## src/rtl/fifo_wr_ctrl.sv

```systemverilog
// Write-domain half of the async FIFO: drives the RAM write port, keeps binary/Gray
// write pointers, and derives full/level/handshakes. Optional macro: WR_CTRL_ALMOST_FULL_EN.
module fifo_wr_ctrl #(
  parameter int DEPTH        = 16,
  parameter int DATA_WIDTH   = 8,
  parameter int ADDR_WIDTH   = 4,
  parameter int AFULL_THRESH = 12
) (
  input  logic                  clk_wr,
  input  logic                  rst_n,
  input  logic                  wr_req,
  input  logic [DATA_WIDTH-1:0] wr_din,
  input  logic [ADDR_WIDTH:0]   rd_ptr_gray_sync,
  output logic                  en_wr,
  output logic [ADDR_WIDTH-1:0] addr_wr,
  output logic [DATA_WIDTH-1:0] data_wr,
  output logic [ADDR_WIDTH:0]   wr_ptr_gray,
  output logic                  full,
  output logic [ADDR_WIDTH:0]   wr_level,
  output logic                  wr_ack,
  output logic                  overflow,
  output logic                  almost_full
);

  localparam int PW = ADDR_WIDTH + 1;

  generate
    if ((DEPTH != (1 << ADDR_WIDTH)) || (DEPTH < 4) ||
        (AFULL_THRESH < 1) || (AFULL_THRESH > DEPTH)) begin : g_bad_cfg
      $error("fifo_wr_ctrl: inconsistent DEPTH/ADDR_WIDTH/AFULL_THRESH");
    end
  endgenerate

  logic [PW-1:0] wr_bin, wr_bin_next, wr_gray_next;
  logic [PW-1:0] rd_bin, full_cmp, wr_level_next;
  logic          accept;

  assign accept = rst_n & wr_req & ~full;

  // RAM port is combinational so the word lands on the edge that advances the pointer
  assign en_wr   = accept;
  assign addr_wr = wr_bin[ADDR_WIDTH-1:0];
  assign data_wr = wr_din;

  assign wr_bin_next  = wr_bin + {{ADDR_WIDTH{1'b0}}, accept};
  assign wr_gray_next = wr_bin_next ^ (wr_bin_next >> 1);

  always_comb begin
    rd_bin = '0;
    for (int i = 0; i < PW; i++) rd_bin[i] = ^(rd_ptr_gray_sync >> i);
  end

  // Full when write pointer is exactly one lap ahead: top two Gray bits inverted
  assign full_cmp = {~rd_ptr_gray_sync[ADDR_WIDTH:ADDR_WIDTH-1],
                     rd_ptr_gray_sync[ADDR_WIDTH-2:0]};

  assign wr_level_next = wr_bin_next - rd_bin;

  always_ff @(posedge clk_wr or negedge rst_n) begin
    if (!rst_n) begin
      wr_bin      <= '0;
      wr_ptr_gray <= '0;
      full        <= 1'b0;
      wr_level    <= '0;
      wr_ack      <= 1'b0;
      overflow    <= 1'b0;
    end else begin
      wr_bin      <= wr_bin_next;
      wr_ptr_gray <= wr_gray_next;
      full        <= (wr_gray_next == full_cmp);
      wr_level    <= wr_level_next;
      wr_ack      <= accept;
      overflow    <= wr_req & full;
    end
  end

`ifdef WR_CTRL_ALMOST_FULL_EN
  localparam logic [PW-1:0] AF_TH = PW'(AFULL_THRESH);

  always_ff @(posedge clk_wr or negedge rst_n) begin
    if (!rst_n) almost_full <= 1'b0;
    else        almost_full <= (wr_level_next >= AF_TH);
  end
`else
  assign almost_full = 1'b0;
`endif

endmodule

```

## config.mk

```make
export PLATFORM = sky130hd
export DESIGN_NAME = fifo_wr_ctrl
export DESIGN_NICKNAME = d
export VERILOG_FILES = /design/src/rtl/fifo_wr_ctrl.sv
export SDC_FILE = /design/constraint.sdc
export NUM_CORES = 1
export LEC_CHECK = 0
export ABC_CLOCK_PERIOD_IN_PS = 4000
export CORE_ASPECT_RATIO = 1.25
export CORE_MARGIN = 4
export CORE_UTILIZATION = 35
export CTS_CLUSTER_SIZE = 10
export DETAILED_ROUTE_END_ITERATION = 10
export HOLD_SLACK_MARGIN = 0.02
export PLACE_DENSITY = 0.64
export SLEW_MARGIN = 20
export SYNTH_ARGS = -nofsm -noshare
export SYNTH_HDL_FRONTEND = slang
export SYNTH_SLANG_ARGS = --single-unit
```

## constraint.sdc

```tcl
create_clock -name clk_wr -period 4 [get_ports clk_wr]
set_clock_uncertainty 0.1 [all_clocks]
set_input_delay 0.8 -clock clk_wr [delete_from_list [all_inputs] [get_ports clk_wr]]
set_output_delay 0.8 -clock clk_wr [all_outputs]
set_load 0.02 [all_outputs]
```

==> impl_metrics.yaml, run 1 <==
hold_path:
  hold_path.class: "reg -> reg"
power:
  power_leakage_nw: 0.5843
  pwr_density_cell_mw_per_mm2: 848.8
  irDropWorstVdd_v: 0.0003342
  p_total_w: 0.001094
yosys:
  ys_seq_area_frac: 0.4131
  synth_compound_area_frac: 0.08141
  synth-simple-area-share: 0.07047
  synth_adder_area_share: 0.08019
  syn_avg_cell_area_um2: 11.57
  syn_area_mm2: 0.001030
  syn_inst: 89
  synth_top_family_by_area: "XOR/XNOR gates"
  yosysWarningCount: 0
  synth_nets: 111
  synth_xor_area_frac: 0.2454
  synth_mux_area_frac: 0
  ys_ff_latch: 17
  ys_types: 28
placed_design:
  dp_hpwl_mm: 1.564
  place_congestion: 0.7157
  port_buffers: 25
  dp_slack_ns: 0.1461
setup_path:
  endpoint_kind: "flip-flop"
  worst_path_largest_cell_delay_ns: 0.52
  cp.arrival_ns: 3.61
  crit_type: "in -> reg"
  crit_path_top_delay_cell: "clkdlybuf4s50_1"
  cp_cell_sequence: "clkdlybuf4s50_1 -> xnor3_1 -> xor2_1 -> xnor2_1 -> ha_1 -> fa_1 -> or3_1 -> a32oi_1 -> o22ai_1"
  cp_top_family: "XOR/XNOR gates"
  cp-start-kind: "input port"
  crit_required_ns: 4.07
  critPathBufInv: 1
  worst-path-max-fanout: 5
drt:
  vias: 686
  initialDrtViolationCount: 24
  wl_mm: 1.956
  drtAntennaViolNets: 0
  post_drt_wl_per_cell_um: 13.68
  vias_per_cell: 4.797
  drc_errors: 0
  first_pass_iters: 4
timing:
  maxSlewViolCount: 0
  max_freq_mhz: 282.5
  finalHoldWorstSlack_ns: 0.3996
  final.setup.tns_ns: 0
  rsz0062_at_grt: "no"
  post-route-period-util: 0.8849
  hold_viol: 0
  period_needed_ns: 3.540
  finalWorstSetupSlack_ns: 0.4605
  setup_viol: 0
run:
  cap_violations: 0
die:
  fp-row-count: 21
  die_h_um: 68.65
  die_x_um: 56.52
  ios: 43
  fp.dieArea_mm2: 0.003879
  start_util: 0.3732
  coreArea_mm2: 0.002759
clock_tree:
  ctsResizeCount: 0
  cts_root_buffer: "clkbuf_4"
  worstSkewPairLatency_ns: 0.29
  postCtsSetupRepairBufs: 0
  cts_tree: "done"
  cts_made_buffers: 3
  clk_pin_slew_ns: 0.10
  cts_sinks: 17
  cts_buffer_depth: 2
  htreeDepth: 1
  hold_buffers: 0
cells_and_area:
  drive_gt1_frac: 0.08257
  fillCellCount: 264
  antenna_cells: 0
  nNetsFinal: 132
  fin_util: 0.4671
  area_delta_synth_final_pct: 25.15
grt:
  antenna_found_initial: 0
  grt_pass1_wl_mm: 3.491
  grt_max_degree: 18
  grt-ovfl-total: 0
  grt_pass1_vias: 763
  grt_util_all_layers: 0.1191
run_status:
  status: "completed"
[routing by layer]
metal | part of all wire | routed length (µm) | vias up | track usage
met4 | 0.021 | 42 | 0 | 0.08309
met5 | 0 | 0 | - | 0
met2 | 0.56 | 1086 | 25 | 0.2298
met3 | 0.066 | 129 | 6 | 0.02048
li1 | - | - | 321 | -
met1 | 0.36 | 696 | 334 | 0.1153
[layout by cell type, fill, tap and decap left out, drive strengths merged]
cell,instances
a2111oi,1
a21boi,1
a21o,1
a221oi,2
a32oi,1
and2,1
and3,1
and3b,1
buf,1
clkbuf,3
clkdlybuf4s50,25
clkinvlp,1
conb,1
dfrtp,17
fa,1
ha,5
inv,10
nand2,3
nand3,3
nor2,1
nor2b,1
o211ai,1
o21ai,1
o22ai,1
o2bb2ai,1
or3,2
xnor2,10
xnor3,3
xor2,9
[synth_stat cells (all sizes together)]
master,instances,share of area
and3,1,0.0073
a2111oi,1,0.015
xor2,9,0.077
ha,5,0.061
o211ai,1,0.0073
inv,10,0.036
dfrtp,17,0.41
or3,2,0.012
a21boi,1,0.0073
a21o,1,0.0073
xnor2,10,0.10
o2bb2ai,1,0.0085
nor2,1,0.0036
a221oi,2,0.017
xnor3,3,0.066
conb,1,0.0036
o21ai,1,0.0049
and3b,1,0.0097
fa,1,0.019
a32oi,1,0.0085
buf,10,0.069
nand3,3,0.015
nand2,3,0.011
nor2b,1,0.0061
o22ai,1,0.0061
and2,1,0.0061
[area by class of cell]
class	instances	area (µm²)	area share
Inverter	10	37.54	0.02913
Timing Repair Buffer	26	257.7	0.2000
Clock inverter	1	7.507	0.005825
Clock buffer	3	22.52	0.01748
Tap cell	34	42.54	0.03301
Multi-Input combinational cell	52	495.5	0.3845
Sequential cell	17	425.4	0.3301
[state kept, by name, summed over array words and instances, names as in the netlist]
register / cells
wr_ptr_gray: 4
full: 1
wr_ack: 1
overflow: 1
wr_bin: 5
wr_level: 5
[where the power goes]
group / leakage, nW / switching, W / total (W) / internal (W)
sequential: 0.207 / 0.0000569 / 0.000311 / 0.000254
clock: 0.0139 / 0.0000574 / 0.0000954 / 0.0000380
combinational: 0.363 / 0.000350 / 0.000688 / 0.000337
total: 0.584 / 0.000465 / 0.00109 / 0.000629
[worst paths after layout]
path                                          start     endpoint  slack (ns)  cells past startpoint
worst max-delay path            rd_ptr_gray_sync[3]  wr_level[4]        0.46                      9
worst min-delay path                           full       wr_ack        0.40                      1
worst max register to register                 full  wr_level[4]        1.30                      8
worst min register to register                 full       wr_ack        0.40                      1
max in group asynchronous                     rst_n  wr_level[4]        2.86                      2
min in group asynchronous                     rst_n       wr_ack        0.76                      2
[cell families after synthesis]
group | after synthesis
xor+xnor | 22
flops | 17
simple gates | 13
fa+ha+maj | 6
compound gates | 10
buf+inv | 20
other cells | 1
[per-stage QoR]
step | std cells | area, µm²
final | 143 | 1289
after global routing | 143 | 1289
after CTS | 143 | 1289
after detailed placement | 139 | 1259
after global placement | 139 | 1259
after floorplan | 89 | 1030
No activity file was read; power rests on OpenSTA's default activity.
==> inputs of run 2 (changes only) <==
MAX_ROUTING_LAYER = met4   (was unset)
==> run 2 against run 1 <==
- die area stayed put
- combinational power barely moved
- fmax is essentially flat
- critical endpoint unchanged
==> impl_metrics.yaml, run 2 (synthesis gave the netlist of run 1 again) <==
run_status:
  status: "completed"
die:
  coreArea_mm2: 0.002759
  die_h_um: 68.65
  die_x_um: 56.52
  start_util: 0.3732
  ios: 43
  fp.dieArea_mm2: 0.003879
  fp-row-count: 21
clock_tree:
  cts_tree: "done"
  hold_buffers: 0
  cts_root_buffer: "clkbuf_4"
  cts_sinks: 17
  cts_made_buffers: 3
  postCtsSetupRepairBufs: 0
  clk_pin_slew_ns: 0.10
  cts_buffer_depth: 2
  htreeDepth: 1
  ctsResizeCount: 0
  worstSkewPairLatency_ns: 0.29
setup_path:
  cp-start-kind: "input port"
  worst-path-max-fanout: 5
  worst_path_largest_cell_delay_ns: 0.52
  crit_required_ns: 4.07
  crit_type: "in -> reg"
  cp_cell_sequence: "clkdlybuf4s50_1 -> xnor3_1 -> xor2_1 -> xnor2_1 -> ha_1 -> fa_1 -> or3_1 -> a32oi_1 -> o22ai_1"
  crit_path_top_delay_cell: "clkdlybuf4s50_1"
  endpoint_kind: "flip-flop"
  cp.arrival_ns: 3.61
timing:
  final.setup.tns_ns: 0
  finalWorstSetupSlack_ns: 0.4589
  period_needed_ns: 3.541
  rsz0062_at_grt: "no"
  hold_viol: 0
  maxSlewViolCount: 0
  post-route-period-util: 0.8853
  max_freq_mhz: 282.4
  setup_viol: 0
grt:
  grt_pass1_vias: 758
  grt_max_degree: 18
  grt-ovfl-total: 0
  grt_util_all_layers: 0.1225
  antenna_found_initial: 0
  grt_pass1_wl_mm: 3.498
placed_design:
  place_congestion: 0.7240
  port_buffers: 25
  placed_area_mm2: 0.001259
  dp_slack_ns: 0.1461
  dp_hpwl_mm: 1.564
  dp_cells: 139
cells_and_area:
  multi_input_area_um2: 495.5
  seqCellArea_um2: 425.4
  fin_cells: 143
  final_common_cell: "clkdlybuf4s50_1"
  fillCellCount: 264
  fin_area_mm2: 0.001289
  layout_common_cells: "clkdlybuf4s50_1 (25), dfrtp_1 (17), inv_1 (10)"
  fin_util: 0.4671
  drive_gt1_frac: 0.08257
  antenna_cells: 0
  nNetsFinal: 132
  area_delta_synth_final_pct: 25.15
  reg_top3: "wr_bin x5, wr_level x5, wr_ptr_gray x4"
hold_path:
  hold_path.class: "reg -> reg"
power:
  pwr_density_cell_mw_per_mm2: 848.0
  p_sw_w: 0.0004637
  combinationalPowerShare: 0.629
  power_leakage_nw: 0.5843
  swShare: 0.4243
  intPower_w: 0.0006292
  p_seq_frac: 0.285
  p_clk_frac: 0.086
  irDropWorstVdd_v: 0.0003343
drt:
  vias: 685
  initialDrtViolationCount: 25
  vias_per_cell: 4.790
  post_drt_wl_per_cell_um: 13.68
  wl_mm: 1.956
  drtAntennaViolNets: 0
  first_pass_iters: 4
  drc_errors: 0
run:
  cap_violations: 0
[run 2: cell counts in the layout (fill, tap and decap cells not counted)]
Identical to the previous run, type by type.
[run 2: power groups by stage]
| stage | Clock, W | Sequential (W) | Combinational [W] |
|---|---|---|---|
| after floorplan | 0 | 0.000402 | 0.000374 |
| after global placement | 0 | 0.000314 | 0.000684 |
| after detailed placement | 0 | 0.000317 | 0.000694 |
| after CTS | 0.000101 | 0.000312 | 0.000697 |
| after global routing | 0.000109 | 0.000322 | 0.000755 |
| final | 0.0000944 | 0.000311 | 0.000687 |
[run 2: layout make-up]
| type | count | share of cell area |
|---|---|---|
| Timing Repair Buffer | 26 | 0.2000 |
| Tap cell | 34 | 0.03301 |
| Inverter | 10 | 0.02913 |
| Sequential cell | 17 | 0.3301 |
| Multi-Input combinational cell | 52 | 0.3845 |
| Clock buffer | 3 | 0.01748 |
| Clock inverter | 1 | 0.005825 |
[run 2: routing by layer]
metal | part of all wire | GRT usage
met4 | 0.021 | 0.08309
met3 | 0.060 | 0.02048
met2 | 0.56 | 0.2298
met5 | 0 | -
met1 | 0.36 | 0.1153
[run 2: worst max-delay path: cells and delay by family]
kind | cells | cell delay, ns
AOI/OAI and AO/OA | 2 | 0.33
xor gates and xnor gates | 3 | 0.94
adders and majority gates | 2 | 0.64
buffers and inverters | 1 | 0.52
and+or+nand+nor | 1 | 0.38
[run 2: path summary, 6_finish.rpt]
path	endpoint	cells past startpoint	from	slack (ns)
setup reg to reg	wr_level[4]	8	full	1.30
hold reg to reg	wr_ack	1	full	0.40
max in group asynchronous	wr_level[4]	2	rst_n	2.85
hold / removal	wr_ack	1	full	0.40
min in group asynchronous	wr_ack	2	rst_n	0.76
setup / recovery	wr_level[4]	9	rd_ptr_gray_sync[3]	0.46
[run 2: per-stage QoR]
stage	hold WS (ns)	power [W]
floorplan	0.4044	0.0007758
global placement	0.3694	0.0009980
detailed placement	0.3905	0.001011
CTS	0.4072	0.001110
global route	0.4283	0.001186
finish	0.3996	0.001093
